## src/rtl/threading_pkg.sv

```systemverilog
// Shared constants and types for the lane thread issuer and the SIMT lane it feeds.
package threading_pkg;

    localparam int NUM_THREADS  = 16;
    localparam int THREAD_IDX_W = 4;
    localparam int BIDX_W       = 32;

    typedef enum logic [1:0] {
        IDLE  = 2'd0,
        ISSUE = 2'd1,
        FLUSH = 2'd2
    } issuer_state_t;

    typedef struct packed {
        logic [3:0]  funct4;
        logic [31:0] imm;
        logic [4:0]  ad1;
        logic [4:0]  ad2;
        logic [4:0]  ad3;
        logic        is_int;
        logic        is_float;
        logic        we3;
    } lane_instr_t;

    // Integer wins a double unit select; with no unit selected nothing may be written.
    function automatic lane_instr_t sanitize_instr(input lane_instr_t raw);
        lane_instr_t s;
        s = raw;
        if (raw.is_int && raw.is_float)
            s.is_float = 1'b0;
        s.we3 = raw.we3 & (raw.is_int | raw.is_float);
        return s;
    endfunction

endpackage

```

## src/rtl/thread_mask_ffs.sv

```systemverilog
// Finds the lowest set mask bit strictly above idx_i, or from bit 0 when start_i is set.
module thread_mask_ffs
    import threading_pkg::*;
(
    input  logic [NUM_THREADS-1:0]  mask_i,
    input  logic [THREAD_IDX_W-1:0] idx_i,
    input  logic                    start_i,
    output logic [THREAD_IDX_W-1:0] next_o,
    output logic                    found_o
);

    // Scanning downward lets the lowest qualifying bit overwrite the result last.
    always_comb begin
        next_o  = '0;
        found_o = 1'b0;
        for (int i = NUM_THREADS - 1; i >= 0; i--) begin
            if (mask_i[i] && (start_i || (i > int'(idx_i)))) begin
                next_o  = THREAD_IDX_W'(i);
                found_o = 1'b1;
            end
        end
    end

endmodule

```

## src/rtl/lane_thread_issuer.sv

```systemverilog
// Accepts one decoded instruction and replays it once per active thread into the SIMT lane.
module lane_thread_issuer
    import threading_pkg::*;
(
    input  logic                    clk,
    input  logic                    rst_n,
    input  logic                    in_valid,
    output logic                    in_ready,
    input  logic [3:0]              in_funct4,
    input  logic [31:0]             in_imm,
    input  logic [4:0]              in_ad1,
    input  logic [4:0]              in_ad2,
    input  logic [4:0]              in_ad3,
    input  logic                    in_is_int,
    input  logic                    in_is_float,
    input  logic                    in_we3,
    input  logic [NUM_THREADS-1:0]  in_mask,
    input  logic [BIDX_W-1:0]       in_bidx,
    input  logic                    stall,
    output logic                    lane_valid,
    output logic [THREAD_IDX_W-1:0] threads,
    output logic [BIDX_W-1:0]       bIdx,
    output logic [3:0]              FUNCT4,
    output logic [31:0]             IMM,
    output logic [4:0]              AD1,
    output logic [4:0]              AD2,
    output logic [4:0]              AD3,
    output logic                    is_int,
    output logic                    is_float,
    output logic                    WE3,
    output logic                    busy,
    output logic                    done
);

    issuer_state_t           state_q, state_d;
    lane_instr_t             instr_q, instr_d;
    logic [NUM_THREADS-1:0]  mask_q, mask_d;
    logic [BIDX_W-1:0]       bidx_q, bidx_d;
    logic [THREAD_IDX_W-1:0] thr_q, thr_d;
    logic                    vld_q, vld_d;
    logic                    we3_q, we3_d;
    logic                    done_q, done_d;

    lane_instr_t             in_raw, in_instr;
    logic                    idle;
    logic [NUM_THREADS-1:0]  sel_mask;
    logic [THREAD_IDX_W-1:0] nxt_idx;
    logic                    nxt_found;
    logic                    more_after;

    always_comb begin
        in_raw          = '0;
        in_raw.funct4   = in_funct4;
        in_raw.imm      = in_imm;
        in_raw.ad1      = in_ad1;
        in_raw.ad2      = in_ad2;
        in_raw.ad3      = in_ad3;
        in_raw.is_int   = in_is_int;
        in_raw.is_float = in_is_float;
        in_raw.we3      = in_we3;
    end

    assign in_instr = sanitize_instr(in_raw);
    assign idle     = (state_q == IDLE);
    assign sel_mask = idle ? in_mask : mask_q;

    thread_mask_ffs u_ffs (
        .mask_i  (sel_mask),
        .idx_i   (thr_q),
        .start_i (idle),
        .next_o  (nxt_idx),
        .found_o (nxt_found)
    );

    // Whether any thread remains above the one about to be issued decides done.
    assign more_after = |((sel_mask >> nxt_idx) >> 1);

    always_comb begin
        state_d = state_q;
        instr_d = instr_q;
        mask_d  = mask_q;
        bidx_d  = bidx_q;
        thr_d   = thr_q;
        vld_d   = vld_q;
        we3_d   = we3_q;
        done_d  = done_q;
        case (state_q)
            IDLE: begin
                vld_d  = 1'b0;
                we3_d  = 1'b0;
                done_d = 1'b0;
                if (in_valid) begin
                    instr_d = in_instr;
                    mask_d  = in_mask;
                    bidx_d  = in_bidx;
                    if (nxt_found) begin
                        state_d = ISSUE;
                        thr_d   = nxt_idx;
                        vld_d   = 1'b1;
                        we3_d   = in_instr.we3;
                        done_d  = !more_after;
                    end else begin
                        state_d = FLUSH;
                        done_d  = 1'b1;
                    end
                end
            end
            ISSUE: begin
                if (!stall) begin
                    if (done_q) begin
                        state_d = IDLE;
                        vld_d   = 1'b0;
                        we3_d   = 1'b0;
                        done_d  = 1'b0;
                    end else begin
                        thr_d  = nxt_idx;
                        vld_d  = 1'b1;
                        we3_d  = instr_q.we3;
                        done_d = !more_after;
                    end
                end
            end
            FLUSH: begin
                // Empty mask: done pulse first, then one drain cycle before IDLE.
                done_d = 1'b0;
                if (!done_q)
                    state_d = IDLE;
            end
            default: begin
                state_d = IDLE;
                vld_d   = 1'b0;
                we3_d   = 1'b0;
                done_d  = 1'b0;
            end
        endcase
    end

    always_ff @(posedge clk) begin
        if (!rst_n) begin
            state_q <= IDLE;
            instr_q <= '0;
            mask_q  <= '0;
            bidx_q  <= '0;
            thr_q   <= '0;
            vld_q   <= 1'b0;
            we3_q   <= 1'b0;
            done_q  <= 1'b0;
        end else begin
            state_q <= state_d;
            instr_q <= instr_d;
            mask_q  <= mask_d;
            bidx_q  <= bidx_d;
            thr_q   <= thr_d;
            vld_q   <= vld_d;
            we3_q   <= we3_d;
            done_q  <= done_d;
        end
    end

    assign in_ready   = idle;
    assign busy       = !idle;
    assign lane_valid = vld_q;
    assign threads    = thr_q;
    assign bIdx       = bidx_q;
    assign FUNCT4     = instr_q.funct4;
    assign IMM        = instr_q.imm;
    assign AD1        = instr_q.ad1;
    assign AD2        = instr_q.ad2;
    assign AD3        = instr_q.ad3;
    assign is_int     = instr_q.is_int;
    assign is_float   = instr_q.is_float;
    assign WE3        = we3_q;
    assign done       = done_q;

endmodule

```

## config.mk

```make
export PLATFORM = sky130hd
export DESIGN_NAME = lane_thread_issuer
export DESIGN_NICKNAME = d
export VERILOG_FILES = /design/src/rtl/threading_pkg.sv /design/src/rtl/thread_mask_ffs.sv /design/src/rtl/lane_thread_issuer.sv
export SDC_FILE = /design/constraint.sdc
export NUM_CORES = 1
export LEC_CHECK = 0
export ABC_AREA = 1
export CORE_MARGIN = 2
export CORE_UTILIZATION = 40
export DETAILED_ROUTE_END_ITERATION = 12
export GPL_TIMING_DRIVEN = 0
export PLACE_DENSITY = 0.78
export SYNTH_ARGS = -nofsm -noshare
export SYNTH_HDL_FRONTEND = slang
export SYNTH_SLANG_ARGS = --single-unit
export TNS_END_PERCENT = 10
```

## constraint.sdc

```tcl
create_clock -name clk -period 1.9 [get_ports clk]
set_input_delay 0.285 -clock clk [delete_from_list [all_inputs] [get_ports clk]]
set_output_delay 0.285 -clock clk [all_outputs]
set_load 0.01 [all_outputs]
```

==> impl_metrics.env <==
export IMPL_grt_usage_pct=22.60
export IMPL_path_clk_slew_ps=70
export IMPL_fmax_ghz=0.3965
export IMPL_pre_cts_slack_ps=-848.7
export IMPL_vdd_drop_max_mv=0.8135
export IMPL_yosysWarnings=0
export IMPL_final_common_cell="clkdlybuf4s50_1"
export IMPL_placed_area_um2=7298
export IMPL_p_leak_nw=3.463
export IMPL_synthesis_area_um2=5070
export IMPL_wl_per_cell_um=14.19
export IMPL_drtIter0Drc=313
export IMPL_hold_path_class="register to register"
export IMPL_crit_required_ps=2180
export IMPL_crit_arrival_ps=2810
export IMPL_violations="setup timing"
export IMPL_synth_edf_count=0
export IMPL_grt_max_degree=17
export IMPL_rows=41
export IMPL_grt_pass1_vias=4966
export IMPL_io_pins=200
export IMPL_yosysSeqAreaShare_pct=43.44
export IMPL_cts_buffer_depth=2
export IMPL_finalMaxSlewViolations=0
export IMPL_num_vias=5294
export IMPL_maxCapViolations=0
export IMPL_synthArstFlopShare_pct=0
export IMPL_io_buffers=199
export IMPL_clockRootBuffer="clkbuf_16"
export IMPL_drc_errors=0
export IMPL_insertion_delay_ps=350
export IMPL_htreeDepth=3
export IMPL_clock_sinks=110
export IMPL_rsz0062_at_grt="yes"
export IMPL_diodes=0
export IMPL_worst_slack_ps=-622.3
export IMPL_die_y_um=116.6
export IMPL_cp_end_kind="register"
export IMPL_netlist_instances=712
export IMPL_maxSlewHeadroom_pct=67.94
export IMPL_antenna_found_initial=0
export IMPL_die_area_um2=13590
export IMPL_setup_viol=42
export IMPL_area_delta_synth_final_pct=57.48
export IMPL_cts_tree="built"
export IMPL_synth_cell_type_count=32
export IMPL_firstDrtPassIters=5
export IMPL_dp_hpwl_um=11220
export IMPL_start_util_pct=40.50
export IMPL_layout_common_cells="clkdlybuf4s50_1 (197), nor2_1 (190), dfxtp_1 (105)"
export IMPL_cts_made_buffers=9
export IMPL_finish_instance_area_um2=7984
export IMPL_tightest_slew_ps=481.0
export IMPL_criticalPathCategory="register to register"
export IMPL_start_kind="register"
export IMPL_die_x_um=116.6
export IMPL_finalPower_mw=15.33
export IMPL_hold_viol=0
export IMPL_drive_gt1_share_pct=18.77
export IMPL_syn_area_per_cell_um2=7.121
export IMPL_nets=1044
export IMPL_fin_crit_ps=2522
export IMPL_overflow=0
export IMPL_wirelength_um=15820
export IMPL_synth_ff_type="dfxtp_1"
export IMPL_multi_input_area_um2=2298
export IMPL_power_density_nw_per_um2=1920
export IMPL_fillCellCount=1152
export IMPL_place_congestion=0.9224
export IMPL_core_um2=12520
export IMPL_grt_pass1_wl_um=24150
export IMPL_viasPerCell=4.748
export IMPL_ys_ff_latch=110
export IMPL_path_max_fanout=6
export IMPL_fin_skew_ps=9.650
export IMPL_period_share_pct=132.8
export IMPL_syn_nets=818
export IMPL_seqCellArea_um2=2213
export IMPL_status="finished with violations"
export IMPL_antenna_left=0
## metrics by stage
stage | std cells | utilization (%) | TNS, ps | hold slack [ps]
finish | 1115 | 63.78 | -4520 | 451.9
global route | 1115 | 63.78 | -16830 | 478.6
CTS | 1105 | 61.32 | -24220 | 456.0
detailed placement | 1083 | 58.31 | -74710 | 446.5
global placement | 1083 | 58.31 | -71290 | 441.8
floorplan | 712 | - | -475.0 | 419.9
## final timing paths
path / startpoint / cells past startpoint / to / slack, ps
max reg2reg: state_q[1] / 19 / done / -620
min: mask_q[12] / 2 / mask_q[12] / 450
max: state_q[1] / 19 / done / -620
min reg2reg: mask_q[12] / 2 / mask_q[12] / 450
## power by group
group          internal (mW)  total [mW]  switching [mW]
logic                   4.63        9.64            5.01
registers               3.38        3.90           0.520
clock network          0.935        1.78           0.846
## cell type report
type / instances / area share, %
Buffer: 90 / 8.494
Clock buffer: 14 / 3.181
Clock inverter: 2 / 0.2194
Inverter: 42 / 2.006
Multi-Input combinational cell: 470 / 28.79
Sequential cell: 110 / 27.72
Tap cell: 172 / 2.695
Timing Repair Buffer: 215 / 26.89
## metal layers
metal	GRT usage [%]	share of wire, %	vias to the layer above
met2	38.53	49	196
met3	6.383	7.5	43
met4	9.176	2.6	0
met1	26.86	41	2378
li1	-	-	2677
met5	0	0	-
## synth_stat cells, types with 3 or more instances
cell type  number  area, um^2
inv_1          37       138.9
dfxtp_1       110        2202
nand2_4         3       33.78
inv_2           5       18.77
buf_6           3       33.78
a211oi_1        4       30.03
nor2_1        197       739.5
o21ai_0       107       535.5
o21ai_2         9       78.83
nor2_2          4       25.02
a21oi_1        25       125.1
o211ai_1        3       22.52
buf_4          51       382.9
clkbuf_1       33       123.9
nand2_1        75       281.5
nand2_2         9       56.30
o21ai_1         7       35.03
nand3_1        12       60.06
## flip-flops by register name, indices dropped and copies added, names as in the netlist
signal and flops:
instr_q 1, done 1, is_int 1, WE3 1
bIdx 32, AD2 5, mask_q 15, lane_valid 1
threads 4, AD1 5, is_float 1, IMM 32
AD3 5, FUNCT4 4, state_q 2
## timing repair
action	CTS	global route
hold buffers	0	0
setup endpoints to repair	112	111
gates cloned	1	1
pin swaps	6	23
resized for setup	31	103
endpoints found under the hold margin	0	0
buffers inserted	5	9
## kinds of logic (layout without fill, tap and decap cells)
logic type | count (synthesis) | after routing | synth area share [%]
and+or+nand+nor | 307 | 307 | 24.48
buffers and inverters | 132 | 363 | 14.26
AOI/OAI and AO/OA | 162 | 162 | 17.55
DFF | 110 | 110 | 43.44
muxes | 1 | 1 | 0.2714
## critical path, cell delays in order, from the launching register on
cell	delay (ps)
dfxtp_4	370
nor2_4	170
buf_8	180
nand2_2	60
o21ai_2	80
nand2_2	80
buf_4	140
a21oi_2	140
nor2_1	60
o21ai_1	120
nand2_1	90
nand2_2	110
nand3_2	80
a21oi_2	160
nand3_2	100
nor2_2	130
nand3_2	100
nand2_1	70
nand4_1	80
a21oi_1	140
Power figures use the tool's default switching activity.
